$ cat config.mk
export PLATFORM = sky130hd
export DESIGN_NAME = imm_encoder
export DESIGN_NICKNAME = d
export VERILOG_FILES = /design/src/rtl/imm_encoder.sv
export SDC_FILE = /design/constraint.sdc
export NUM_CORES = 1
export LEC_CHECK = 0
export BUFFER_PORTS_ARGS = -buffer_cell sky130_fd_sc_hd__buf_2
export CORE_UTILIZATION = 35
export DETAILED_ROUTE_END_ITERATION = 10
export SYNTH_ARGS = -nofsm -noshare
export SYNTH_HDL_FRONTEND = slang
export SYNTH_SLANG_ARGS = --single-unit
$ cat constraint.sdc
create_clock -name clk -period 2.7 [get_ports clk]
set_clock_uncertainty 0.05 [all_clocks]
set_input_delay 0.54 -clock clk [delete_from_list [all_inputs] [get_ports clk]]
set_output_delay 0.54 -clock clk [all_outputs]
set_load 0.02 [all_outputs]
$ cat src/rtl/imm_encoder.sv
// rtl/imm_encoder.sv - two-stage RV64 immediate/field packer (range checks under IMM_ENC_RANGE_CHECK_EN)
module imm_encoder #(
  parameter int CNT_W = 16
) (
  input  logic             clk,
  input  logic             reset,
  input  logic             in_valid,
  output logic             in_ready,
  input  logic [6:0]       OP_CODE,
  input  logic [4:0]       RD,
  input  logic [4:0]       RS1,
  input  logic [4:0]       RS2,
  input  logic [2:0]       FUNCT3,
  input  logic [6:0]       FUNCT7,
  input  logic [63:0]      IMM,
  output logic             out_valid,
  input  logic             out_ready,
  output logic [31:0]      INSTR,
  output logic             ERR,
  output logic [CNT_W-1:0] COUNT
);

  typedef enum logic [2:0] {
    FMT_I, FMT_S, FMT_SB, FMT_U, FMT_UJ, FMT_R
  } fmt_t;

  fmt_t        fmt_in;
  logic        op_bad;
  logic        rng_bad;

  logic        v1;
  fmt_t        fmt1;
  logic        err1;
  logic [6:0]  op1;
  logic [4:0]  rd1;
  logic [4:0]  rs1_1;
  logic [4:0]  rs2_1;
  logic [2:0]  f3_1;
  logic [6:0]  f7_1;
  logic [31:0] imm1;
  logic [31:0] packed_instr;

  logic        adv1;
  logic        adv2;

  assign adv2     = !out_valid || out_ready;
  assign adv1     = !v1 || adv2;
  assign in_ready = adv1;

  always_comb begin
    fmt_in = FMT_R;
    op_bad = 1'b0;
    case (OP_CODE)
      7'b0010011, 7'b0000011, 7'b1110011: fmt_in = FMT_I;
      7'b0100011:                         fmt_in = FMT_S;
      7'b1100011, 7'b1100111:             fmt_in = FMT_SB;
      7'b0110111:                         fmt_in = FMT_U;
      7'b1101111:                         fmt_in = FMT_UJ;
      7'b0110011, 7'b0111011:             fmt_in = FMT_R;
      default:                            op_bad = 1'b1;
    endcase
  end

`ifdef IMM_ENC_RANGE_CHECK_EN
  // The upper bits must be a pure sign extension of the field's top bit.
  always_comb begin
    rng_bad = 1'b0;
    case (fmt_in)
      FMT_I, FMT_S: rng_bad = !((&IMM[63:11]) || !(|IMM[63:11]));
      FMT_SB:       rng_bad = !((&IMM[63:12]) || !(|IMM[63:12])) || IMM[0];
      FMT_UJ:       rng_bad = !((&IMM[63:20]) || !(|IMM[63:20])) || IMM[0];
      FMT_U:        rng_bad = !((&IMM[63:31]) || !(|IMM[63:31])) || (|IMM[11:0]);
      default:      rng_bad = 1'b0;
    endcase
  end
`else
  logic unused_imm_hi;
  assign unused_imm_hi = ^IMM[63:32];
  assign rng_bad       = 1'b0;
`endif

  always_ff @(posedge clk) begin
    if (reset) begin
      v1 <= 1'b0;
    end else if (adv1) begin
      v1 <= in_valid;
    end
  end

  always_ff @(posedge clk) begin
    if (adv1 && in_valid) begin
      fmt1  <= fmt_in;
      err1  <= op_bad || rng_bad;
      op1   <= OP_CODE;
      rd1   <= RD;
      rs1_1 <= RS1;
      rs2_1 <= RS2;
      f3_1  <= FUNCT3;
      f7_1  <= FUNCT7;
      imm1  <= IMM[31:0];
    end
  end

  // Out-of-range immediates are still packed from their low bits.
  always_comb begin
    packed_instr = {f7_1, rs2_1, rs1_1, f3_1, rd1, op1};
    case (fmt1)
      FMT_I:  packed_instr = {imm1[11:0], rs1_1, f3_1, rd1, op1};
      FMT_S:  packed_instr = {imm1[11:5], rs2_1, rs1_1, f3_1, imm1[4:0], op1};
      FMT_SB: packed_instr = {imm1[12], imm1[10:5], rs2_1, rs1_1, f3_1,
                              imm1[4:1], imm1[11], op1};
      FMT_U:  packed_instr = {imm1[31:12], rd1, op1};
      FMT_UJ: packed_instr = {imm1[20], imm1[10:1], imm1[11], imm1[19:12], rd1, op1};
      default: packed_instr = {f7_1, rs2_1, rs1_1, f3_1, rd1, op1};
    endcase
  end

  always_ff @(posedge clk) begin
    if (reset) begin
      out_valid <= 1'b0;
      INSTR     <= 32'd0;
      ERR       <= 1'b0;
      COUNT     <= '0;
    end else begin
      if (out_valid && out_ready) begin
        COUNT <= COUNT + CNT_W'(1);
      end
      if (adv2) begin
        out_valid <= v1;
        if (v1) begin
          INSTR <= packed_instr;
          ERR   <= err1;
        end
      end
    end
  end

endmodule

After elaboration in Yosys (flattened, before gate mapping)
Index checks and enable logic that the tools add are counted.
{"block": "totals", "ramBits": 0, "in_bits": 100, "romBits": 0, "latchBits": 0, "reg_bits": 119, "memories": 0, "out_inout_bits": 51}
{"block": "classes", "mux": 3, "bitwise_logic": 0, "n_lt_le_gt_ge": 0, "div": 0, "eq_ne": 14, "reduce_logical": 11, "n_addsub": 1, "n_mul": 0, "shifts": 0}
{"cell": "$pmux W32 S5", "count": 1}
{"cell": "$eq A7 B6 Y1 const B", "count": 4}
{"cell": "$eq A7 B7 Y1 const B", "count": 4}
{"cell": "$add A16 B1 Y16 const B", "count": 1}
{"cell": "$pmux W3 S5", "count": 1}
{"cell": "$reduce_or A10 Y1", "count": 1}
{"cell": "$eq A7 B2 Y1 const B", "count": 1}
{"cell": "$eq A7 B5 Y1 const B", "count": 1}
{"cell": "$eq A3 B2 Y1 const B", "count": 2}
{"cell": "$eq A3 B1 Y1 const B", "count": 1}
{"cell": "$eq A3 B3 Y1 const B", "count": 1}
{"cell": "$logic_not A3 Y1", "count": 1}
{"cell": "$reduce_or A3 Y1", "count": 1}
{"cell": "$logic_and A1 B1 Y1", "count": 2}
{"cell": "$logic_not A1 Y1", "count": 2}
{"cell": "$logic_or A1 B1 Y1", "count": 2}
{"cell": "$reduce_and A2 Y1", "count": 1}
{"cell": "$reduce_or A2 Y1", "count": 1}
{"cell": "$mux W1", "count": 1}

Logic depth before layout (Yosys ltp)
{"block": "logic_depth", "word_depth": 4, "mapped_depth": 6, "ltp_nobuf": 5}

Worst setup path after synthesis
Ideal clock, no wire load.
{"block": "synth_timing", "path_type": "input-to-reg", "start": "input out_ready", "end": "register err1 (enable)", "required_ns": 2.217, "setup_slack_ns": -0.382, "path_buffers": 0, "arrival_time_ns": 2.598, "path_stages": 3, "setup_ns": 0.433, "path_cell_list": "and2b_2 -> nand2_1 -> and2_1"}
{"block": "synth_via", "elab_chain_len": 3}
{"item": "from (decl)", "line": "17", "source": "input logic out_ready,"}
{"item": "$logic_or A1 B1 Y1", "line": "46", "source": "assign adv2 = !out_valid || out_ready;"}
{"item": "$logic_or A1 B1 Y1", "line": "47", "source": "assign adv1 = !v1 || adv2;"}
{"item": "named net in_ready", "line": "8", "source": "output logic in_ready,"}
{"item": "$logic_and A1 B1 Y1", "line": "91", "source": "if (adv1 && in_valid) begin"}
{"item": "to (signal assigned)", "line": "93", "source": "err1 <= op_bad || rng_bad;"}
{"item": "to (decl)", "line": "33", "source": "logic err1;"}
The timed path passes the listed nets, and every way through them passes these cells.
A chain may end at the register's enable or synchronous reset.

Worst setup path in the final report
{"block": "layout_timing", "start": "register fmt1[0]", "end": "register INSTR[29]"}
{"block": "layout_via", "elab_chain_len": 2, "elab_cells_between_ends": 6, "cone_classes": "4 x eq/ne; 1 x mux; 1 x reduce/logical"}
{"item": "from (decl)", "line": "32", "source": "fmt_t fmt1;"}
{"item": "from (signal assigned)", "line": "92", "source": "fmt1 <= fmt_in;"}
{"item": "$eq A3 B3 Y1 (tied with other cells)", "line": "107", "source": "case (fmt1)"}
{"item": "$pmux W32 S5 (*)", "line": "107"}
{"item": "to (signal assigned)", "line": "131", "source": "INSTR <= packed_instr;"}
{"item": "to (decl)", "line": "18", "source": "output logic [31:0] INSTR,"}
Every way passes the cells marked *; elsewhere a longest branch is shown, timed or not.

==> summary.txt <==
Hold path
  • Hold Crit Class: in2reg

Final layout
  • Area grow syn2layout: 31.47%
  • Finished Cell Area: 0.005928 mm2
  • Final antenna diode count: 0
  • # fillers: 1142
  • Final net count: 587
  • Share of cells above drive strength 1: 31.86%

STA
  • Setup TNS: 0 ps
  • Final period util: 83.91%
  • Hold Fails Final Rpt: 0
  • Relative slew slack: 37.04%
  • RSZ-0062 raised after global routing: false
  • Fin crit period: 2266 ps
  • Setup violators final: 0
  • Actual slew at the worst max-slew pin: 934.6 ps
  • Max-slew violations: 0
  • Maximum clock frequency: 441.4 MHz

CTS
  • CTS sink count: 119
  • Clock root buffer: clkbuf_16
  • Clock-pin slew on the worst setup and hold paths: 50 ps
  • CTS buffer count: 17
  • CTS tree: done
  • Post-CTS Setup Inserts: 0
  • Worst-Skew Late Latency: 410 ps
  • Hold_buf cts: 0
  • Post-cts sizing count: 0
  • H-tree levels: 4
  • Clk buf depth: 2

Setup path
  • CP max FO: 14
  • Crit Path Class: reg2reg
  • Crit end category: register
  • CP Data Arrival Time: 2540 ps
  • CP required: 2970 ps
  • Crit path launch type: register

Logic synthesis
  • Post-synth EDFFs: 68
  • Syn avg cell area: 12.35 um2
  • Sequential share of the synthesized area: 67.92%
  • Post-synth top cells: edfxtp_1, dfxtp_1, nor2_1, nand2_1, a211oi_1
  • Top_reg_cell synth: edfxtp_1
  • Cell variety after synth: 41
  • Synth area leaders: edfxtp_1, dfxtp_1, a211oi_1
  • Post-synth top area cell: edfxtp_1
  • Cell Area, Synth: 0.004509 mm2
  • Post-Syn Instances: 365
  • Post-synthesis register bit count: 119
  • Top-count cell post-synth: edfxtp_1
  • Syn_nets: 466
  • Fraction of registers with async set/reset: 0%
  • Synth top area share: 45.28%
  • Yosys warnings: 0

Route
  • Antenna-violating nets left: 0
  • DR vias/cell: 4.890
  • DR iter-0 viols: 245
  • Drt drc: 0
  • DRT Pass-1 Iters: 5
  • Via count: 3281
  • Routed len/inst: 14.49 um
  • Drt total wl: 9.723 mm

Global route
  • Congestion Overflow GR: 0
  • Initial antenna violation count: 1
  • Pin count of the biggest net entering global routing: 69
  • First-pass GRT wire length: 15.59 mm
  • Tot GR Track Use: 15.72%
  • Number of global-route vias before repair: 3120

Floorplanning
  • DIE AREA: 0.01334 mm2
  • Area of the core: 0.01257 mm2
  • Row cnt: 41
  • Num ports: 151
  • Die width: 115.5 um
  • Die Y: 115.5 um
  • Starting Density: 35.88%

Placement
  • RePlAce Congestion: 0.7455
  • PortBufs: 118
  • Detailed Place HPWL: 6.498 mm
  • Dpl cell area: 0.005298 mm2

Status
  • Outcome: complete, no violations

Power and ir drop
  • Pwr Density: 798.6 mW/mm2
  • Sw Ratio: 20.77%
  • Clock power share: 49.9%
  • Maximum VDD drop: 0.5594 mV
  • Sequential share of power: 43.6%
  • Cell Int Power: 3.751 mW
  • Psw: 0.9834 mW
  • Combinational share of power: 6.5%
  • P_leak: 2.377 nW

Run
  • Max_cap viols: 0
[final timing paths]
check,startpoint,cells past startpoint,to,slack (ps)
hold / removal,RD[4],1,rd1[4],250
hold reg to reg,INSTR[6],2,INSTR[6],400
setup reg to reg,fmt1[0],4,INSTR[29],430
setup / recovery,fmt1[0],4,INSTR[29],430
[routing by layer]
metal | vias to the layer above | track usage (%) | part of all wire, %
met5 | - | 0 | 0.10
met4 | 2 | 6.753 | 1.0
met3 | 10 | 5.649 | 7.0
met2 | 117 | 25.39 | 48
met1 | 1537 | 18.96 | 44
li1 | 1615 | - | -
[power by group through the flow]
stage	Combinational (mW)	Clock [mW]	Sequential, mW
floorplan	0.140	0	2.13
global placement	0.303	0	2.10
detailed placement	0.311	0	2.10
CTS	0.311	2.41	2.07
global route	0.339	2.49	2.07
finish	0.306	2.36	2.07
[metrics by stage]
stage	hold WS [ps]	power (mW)	setup WS (ps)	instances	utilization, %
after CTS	229.9	4.792	421.5	671	47.17
after detailed placement	396.0	2.412	454.4	639	42.15
after global routing	234.5	4.906	211.1	671	47.17
after global placement	396.1	2.402	460.0	639	42.15
after floorplan	421.3	2.271	356.8	365	-
final	253.2	4.734	434.4	671	47.17
[area by class of cell]
class                           instances  area [um2]  share of cell area, %
Clock buffer                           25       518.0                  8.738
Clock inverter                          7       112.6                  1.900
Inverter                                4       15.01                 0.2533
Multi-Input combinational cell        222        1359                  22.92
Sequential cell                       119        3063                  51.67
Tap cell                              172       215.2                  3.630
Timing Repair Buffer                  122       645.6                  10.89
[flip-flops by register name, indices dropped and copies added, names as in the netlist]
register	cells
COUNT	16
imm1	32
err1	1
out_valid	1
fmt1	3
INSTR	32
rs1_1	5
ERR	1
rd1	5
op1	7
f3_1	3
f7_1	7
v1	1
rs2_1	5
[layout by cell type (no fill, tap or decap), drive strengths merged, types with 2 or more instances in the layout]
master and count:
o21ai 15, nor3b 2, nand2 32, dfxtp 51, and2 3, xnor2 4
a222oi 10, edfxtp 68, or3 7, a211oi 23, buf 122, nand2b 4
nand3 8, nand4 5, and4 3, clkinv 3, clkbuf 25, bufinv 3
mux2i 13, a21oi 21, nor3 3, nor2b 4, xor2 7, nor2 42
inv 4, a22o 4
[critical path, cell delays in order (launching register included)]
cell and delay (ps):
edfxtp_1 600, and2_1 270, o21ai_0 730, a222oi_1 270
a211oi_1 260
[kinds of logic (layout without fill, tap and decap cells)]
kind of cell	count (synthesis)	after routing	synth area share, %
DFF	119	119	67.92
adders and majority gates	1	1	0.2774
muxes	14	14	3.135
AOI/OAI and AO/OA	78	78	11.85
xor gates and xnor gates	11	11	2.136
and+or+nand+nor	118	118	12.51
buffers and inverters	24	158	2.164
(Power assumes the default switching activity.)
